**src/rtl/uart_tx_mmio.sv**
```systemverilog
// uart_tx_mmio: memory-mapped 8N1 UART transmitter with a push FIFO and pollable status
module uart_tx_mmio #(
  parameter int CLKS_PER_BIT = 4,
  parameter int FIFO_DEPTH   = 8
) (
  input  logic        clock,
  input  logic        reset,
  input  logic        write_enable,
  input  logic [2:0]  address,
  input  logic [31:0] write_data,
  output logic [31:0] read_data,
  output logic        tx,
  output logic        tx_busy
);
  localparam int AW = $clog2(FIFO_DEPTH);
  localparam int CW = $clog2(FIFO_DEPTH + 1);
  localparam int BW = $clog2(CLKS_PER_BIT);
  localparam logic [CW-1:0] FULL = CW'(FIFO_DEPTH);
  localparam logic [BW-1:0] LAST = BW'(CLKS_PER_BIT - 1);
  typedef enum logic [1:0] {IDLE, START, DATA, STOP} state_t;
  state_t r_state, w_state;
  logic [7:0] r_mem [FIFO_DEPTH];
  logic [AW-1:0] r_wptr, r_rptr;
  logic [CW-1:0] r_count;
  logic r_ovf, r_tx;
  logic [BW-1:0] r_cnt, w_cnt;
  logic [2:0] r_idx, w_idx;
  logic [7:0] r_shift, w_shift;
  logic w_full, w_empty, w_push, w_pop, w_bit_end, w_tx, w_txdata_wr;
  logic [31:0] w_count32;
  logic [3:0] w_count_sat;
  assign w_full      = r_count == FULL;
  assign w_empty     = r_count == '0;
  assign w_txdata_wr = write_enable && address == 3'd0;
  assign w_push      = w_txdata_wr && !w_full;
  assign w_bit_end   = r_cnt == LAST;
  assign tx          = r_tx;
  assign tx_busy     = r_state != IDLE || !w_empty;
  assign w_count32   = 32'(r_count);
  assign w_count_sat = w_count32 > 32'd15 ? 4'hF : w_count32[3:0];
  assign read_data   = address == 3'd1 ? {24'd0, w_count_sat, r_ovf, tx_busy, w_empty, w_full} : 32'd0;
  always_comb begin
    w_state = r_state;
    w_cnt   = w_bit_end ? '0 : r_cnt + 1'b1;
    w_idx   = r_idx;
    w_shift = r_shift;
    w_pop   = 1'b0;
    case (r_state)
      IDLE: begin
        w_cnt = '0;
        if (!w_empty) begin
          w_pop   = 1'b1;
          w_state = START;
          w_shift = r_mem[r_rptr];
        end
      end
      START: if (w_bit_end) begin
        w_state = DATA;
        w_idx   = '0;
      end
      DATA: if (w_bit_end) begin
        w_shift = r_shift >> 1;
        w_idx   = r_idx + 1'b1;
        w_state = r_idx == 3'd7 ? STOP : DATA;
      end
      STOP: if (w_bit_end) begin
        w_pop   = !w_empty;
        w_state = w_empty ? IDLE : START;
        w_shift = w_empty ? r_shift : r_mem[r_rptr];
      end
      default: w_state = IDLE;
    endcase
    // line level is registered from the next state so tx never glitches
    w_tx = w_state == START ? 1'b0 : w_state == DATA ? w_shift[0] : 1'b1;
  end
  always_ff @(posedge clock) begin
    if (reset) begin
      r_state <= IDLE;
      r_cnt   <= '0;
      r_idx   <= '0;
      r_shift <= '0;
      r_tx    <= 1'b1;
      r_wptr  <= '0;
      r_rptr  <= '0;
      r_count <= '0;
      r_ovf   <= 1'b0;
    end else begin
      r_state <= w_state;
      r_cnt   <= w_cnt;
      r_idx   <= w_idx;
      r_shift <= w_shift;
      r_tx    <= w_tx;
      r_wptr  <= w_push ? r_wptr + 1'b1 : r_wptr;
      r_rptr  <= w_pop ? r_rptr + 1'b1 : r_rptr;
      r_count <= r_count + CW'(w_push) - CW'(w_pop);
      r_ovf   <= (w_txdata_wr && w_full) || (r_ovf && !(write_enable && address == 3'd1 && write_data[3]));
    end
  end
  always_ff @(posedge clock) begin
    if (w_push) r_mem[r_wptr] <= write_data[7:0];
  end
endmodule

```
**config.mk**
```make
export PLATFORM = sky130hd
export DESIGN_NAME = uart_tx_mmio
export DESIGN_NICKNAME = d
export VERILOG_FILES = /design/src/rtl/uart_tx_mmio.sv
export SDC_FILE = /design/constraint.sdc
export NUM_CORES = 1
export LEC_CHECK = 0
export BUFFER_PORTS_ARGS = -buffer_cell sky130_fd_sc_hd__buf_2
export CAP_MARGIN = 20
export CELL_PAD_IN_SITES_DETAIL_PLACEMENT = 0
export CELL_PAD_IN_SITES_GLOBAL_PLACEMENT = 1
export CORE_MARGIN = 5
export CORE_UTILIZATION = 25
export CTS_CLUSTER_DIAMETER = 50
export DETAILED_ROUTE_END_ITERATION = 6
export PLACE_DENSITY_LB_ADDON = 0.1
export SYNTH_ARGS = -nofsm -noshare
export SYNTH_HDL_FRONTEND = slang
export SYNTH_SLANG_ARGS = --single-unit
```
**constraint.sdc**
```tcl
create_clock -name clock -period 6.7 [get_ports clock]
set_clock_uncertainty 0.15 [all_clocks]
set_input_delay 0.67 -clock clock [delete_from_list [all_inputs] [get_ports clock]]
set_output_delay 0.67 -clock clock [all_outputs]
set_load 0.1 [all_outputs]
```
==> results.txt <==
The flow ran to the end, and the final reports show no timing, DRC or antenna violations. The largest total area in the synthesized netlist belongs to sky130_fd_sc_hd__edfxtp_1. By area the synthesized netlist is led by sky130_fd_sc_hd__edfxtp_1 (46%), sky130_fd_sc_hd__dfxtp_1 (14%), sky130_fd_sc_hd__mux4_1 (5.6%), sky130_fd_sc_hd__buf_4 (4.5%), sky130_fd_sc_hd__ha_1 (4.5%).

The initial antenna violation count came out at 0. The number of library cell types mapped by synthesis is between 40 and 50. For hold timing, the worst endpoint is r_cnt[0]. The arrival time of the worst setup path came out at 3.05 ns. The worst setup path is captured at a flip-flop.

The number of buffers inserted during clock tree synthesis came out at 9. The total wire length after detailed routing is a little under 9000 µm. The die width came out at 139.6 µm. The latest clock arrival within the worst-skew pair is 0.35 ns. The minimum clock period is 2.981 ns. The total via count after detailed routing is 2377.

The number of enable-type register cells in the synthesized netlist came out at 64. The maximum VDD drop is 123.1 µV. The I/O pin count is 72. The startpoint identified for the worst hold timing path is r_cnt[0]. The post-synthesis average cell area came out at 13.78 µm². The iteration count of the initial detailed-routing pass came out at 4. The dominant cell by count in the synthesized netlist is sky130_fd_sc_hd__edfxtp_1. After clock tree synthesis, the repair step resized 0 gates.

The residual overflow from global routing came out at 0. Dividing the detail-routed wire length by the instance count gives 15.64 µm. The number of sinks handled by clock tree synthesis came out at 94.

The worst slew margin relative to its limit came out at 0.3319. The count of nets left with antenna violations once routing finished came out at 0. The number of fill cells in the layout is ~1.7k.

TritonCTS built the clock tree. The number of buffers inserted by hold repair at cts is 0. The final count of negative-setup-slack endpoints came out at 0. The post-synthesis sequential element count is 94. Summing all multi-input logic gate instances after layout gives 1478 µm². After detailed routing, the number of vias per cell comes to 4.291.

The hold violation count in the final report came out at 0. The number of global-route vias before repair came out at about 2.4k. The total die area is 19500 µm². The detailed-route DRC error count came out at 0. The antenna cell count came out at 0.

The worst setup path is of the flip-flop to flip-flop kind. The post-synthesis async set-or-reset flop share came out at 0. The sequential element share of the synthesized area is 0.6004.

The max capacitance violation total came out at 0. The floorplan step set the die height to 139.6 µm. The register area came out at 2522 µm². The worst hold path belongs to the class flip-flop to flip-flop. The leakage power summed over all cells came out at 0.001724 µW. The count of cells along the worst register-to-register path is 9. Final hold analysis gives a worst-case slack of 0.2819 ns. The setup slack of the most critical reg-to-reg path came out at 3.72 ns. The number of nets in the finished design came out at between 300 and 400. The setup TNS came out at 0 ns.

The worst endpoint required time came out at 6.77 ns. The maximum number of buffers from clock root to sink came out at 2. The share of synthesized area in the top cell type comes to 0.4574. The first-pass GRT wire length came out at ~14000 µm. For this configuration, the core starts out at a cell density of 0.2543. In the global route stage, overall resource usage came out at 0.09186. The worst setup path is launched from a flip-flop.

The maximum number of pins on one net before global-route repair is 27. The root buffer selected by CTS is sky130_fd_sc_hd__clkbuf_16. Row generation in the floorplan step produced 47 rows.

The final count of pins violating max slew came out at 0. Setup repair after global routing left no endpoint under its margin. Dividing total power by cell area gives a power density of approximately 380 nW/µm². Once detailed placement completed, the half-perimeter wirelength came to 5848 µm. The highest fanout seen on the critical path came out at 14. The area growth from synthesis to layout is 13.16%. The netlist area before placement is 4202 µm². The number of buffers inserted to repair setup after CTS is 0.

The number of H-tree levels came out at 3. The detailed router finished its first iteration with approximately 150 violations. The clock-pin slew on the worst setup and hold paths came out at approximately 0.07 ns.

Routability-driven placement finished with a final weighted congestion of 0.6733. The end of the worst register-to-register path is r_count[3]. Counting every instance in the synthesized netlist gives 305.

The peak clock frequency supported by timing came out at between 300 and 400 MHz. The number of input and output port buffers inserted came out at 23. At the pin with the least slew margin, the transition time is roughly 1.0 ns. The yosys synthesis warning count came out at 0. The number of cells on the worst hold path is 1.

The period utilization is 0.4450. After synthesis, the most frequently instantiated cells are sky130_fd_sc_hd__edfxtp_1 (64), sky130_fd_sc_hd__nor2_1 (39), sky130_fd_sc_hd__dfxtp_1 (30), sky130_fd_sc_hd__buf_4 (25), sky130_fd_sc_hd__ha_1 (15). In the synthesized netlist the dominant register cell turns out to be sky130_fd_sc_hd__edfxtp_1. In this run the critical register-to-register path is launched from r_cnt[0]. The core area is 16520 µm².

Of the cells placed in the final design, the portion with a size suffix greater than 1 is 0.1707.
[how the worst max path moves through the flow]
stage	from	end	slack, ns	cells after the start
after floorplan	address[1]	read_data[2]	3.44	3
after global placement	address[0]	r_mem[6][4]	3.28	5
after detailed placement	address[0]	r_mem[4][5]	3.32	5
after CTS	r_cnt[0]	r_count[3]	3.65	9
after global routing	r_cnt[0]	r_count[3]	3.42	9
final	r_cnt[0]	r_count[3]	3.72	9
[state kept, by name, indices dropped and copies added, names as in the netlist, 2 cells and up, named ones only]
name / flops
r_count: 4
r_cnt: 2
r_idx: 3
r_state: 2
r_shift: 8
r_wptr: 3
r_rptr: 3
r_mem: 64
[power breakdown]
group          internal [µW]  switching [µW]  leakage [µW]
clock network            299             238      0.000156
logic                    194             346      0.000748
registers                665            41.5      0.000821
[critical path, stage by stage, from the launching register on]
cell                      delay (ns)
sky130_fd_sc_hd__dfxtp_1        0.33
sky130_fd_sc_hd__ha_1           0.48
sky130_fd_sc_hd__a21oi_1        0.18
sky130_fd_sc_hd__nor3_1         0.63
sky130_fd_sc_hd__nand2_1        0.21
sky130_fd_sc_hd__ha_1           0.33
sky130_fd_sc_hd__a21o_1         0.17
sky130_fd_sc_hd__a21oi_1        0.17
sky130_fd_sc_hd__xnor2_1        0.14
sky130_fd_sc_hd__nor2_1         0.06
[through the flow]
step                      setup slack (ns)  total power, µW  cells    util  instance area, µm²
final                                3.719             1784    554  0.2877                4755
after global routing                 3.425             1896    554  0.2877                4755
after CTS                            3.646             1819    554  0.2877                4755
after detailed placement             3.324             1271    538  0.2686                4439
after global placement               3.275             1274    538  0.2686                4439
after floorplan                      3.442             1183    328       -                4288
[placed cells by master, fill, tap and decap left out, types with 3 or more instances in the layout]
cell                         n
sky130_fd_sc_hd__a21o_1      4
sky130_fd_sc_hd__a21oi_1     9
sky130_fd_sc_hd__a222oi_1    6
sky130_fd_sc_hd__a32oi_1     3
sky130_fd_sc_hd__and3_1      4
sky130_fd_sc_hd__buf_2      23
sky130_fd_sc_hd__clkbuf_16   9
sky130_fd_sc_hd__clkinv_4    3
sky130_fd_sc_hd__conb_1     24
sky130_fd_sc_hd__dfxtp_1    30
sky130_fd_sc_hd__edfxtp_1   64
sky130_fd_sc_hd__ha_1       15
sky130_fd_sc_hd__inv_1      10
sky130_fd_sc_hd__inv_8       3
sky130_fd_sc_hd__mux2_2      8
sky130_fd_sc_hd__mux2i_1     4
sky130_fd_sc_hd__mux4_1      9
sky130_fd_sc_hd__mux4_2      5
sky130_fd_sc_hd__nand2_1    14
sky130_fd_sc_hd__nand2b_1    4
sky130_fd_sc_hd__nor2_1     39
sky130_fd_sc_hd__nor2b_1     4
sky130_fd_sc_hd__nor3_1      4
sky130_fd_sc_hd__o21ai_0     4
sky130_fd_sc_hd__xor2_1      4
[area by class of cell]
| class | count | share of cell area |
|---|---|---|
| clock buffer | 9 | 0.04737 |
| tap | 220 | 0.05789 |
| timing repair buffer | 24 | 0.02579 |
| sequential | 94 | 0.5305 |
| multi-input combinational | 189 | 0.3108 |
| inverter | 11 | 0.008684 |
| clock inverter | 7 | 0.01895 |
[per-layer routing]
metal	GRT usage	up-vias	part of all wire
met5	0	-	0
met4	0.05048	0	0.026
met3	0.02264	12	0.049
met2	0.1433	53	0.47
met1	0.1172	1164	0.45
li1	-	1148	-
[cells by family after synthesis]
group / synth area share
AO/OA/AOI/OAI: 0.06463
XOR/XNOR: 0.01251
adder cells (fa/ha/maj): 0.04943
buffers and inverters: 0.07087
flip-flops: 0.6004
multiplexers: 0.1141
other: 0.0008925
AND/OR/NAND/NOR: 0.08725
Power figures use the tool's default switching activity.
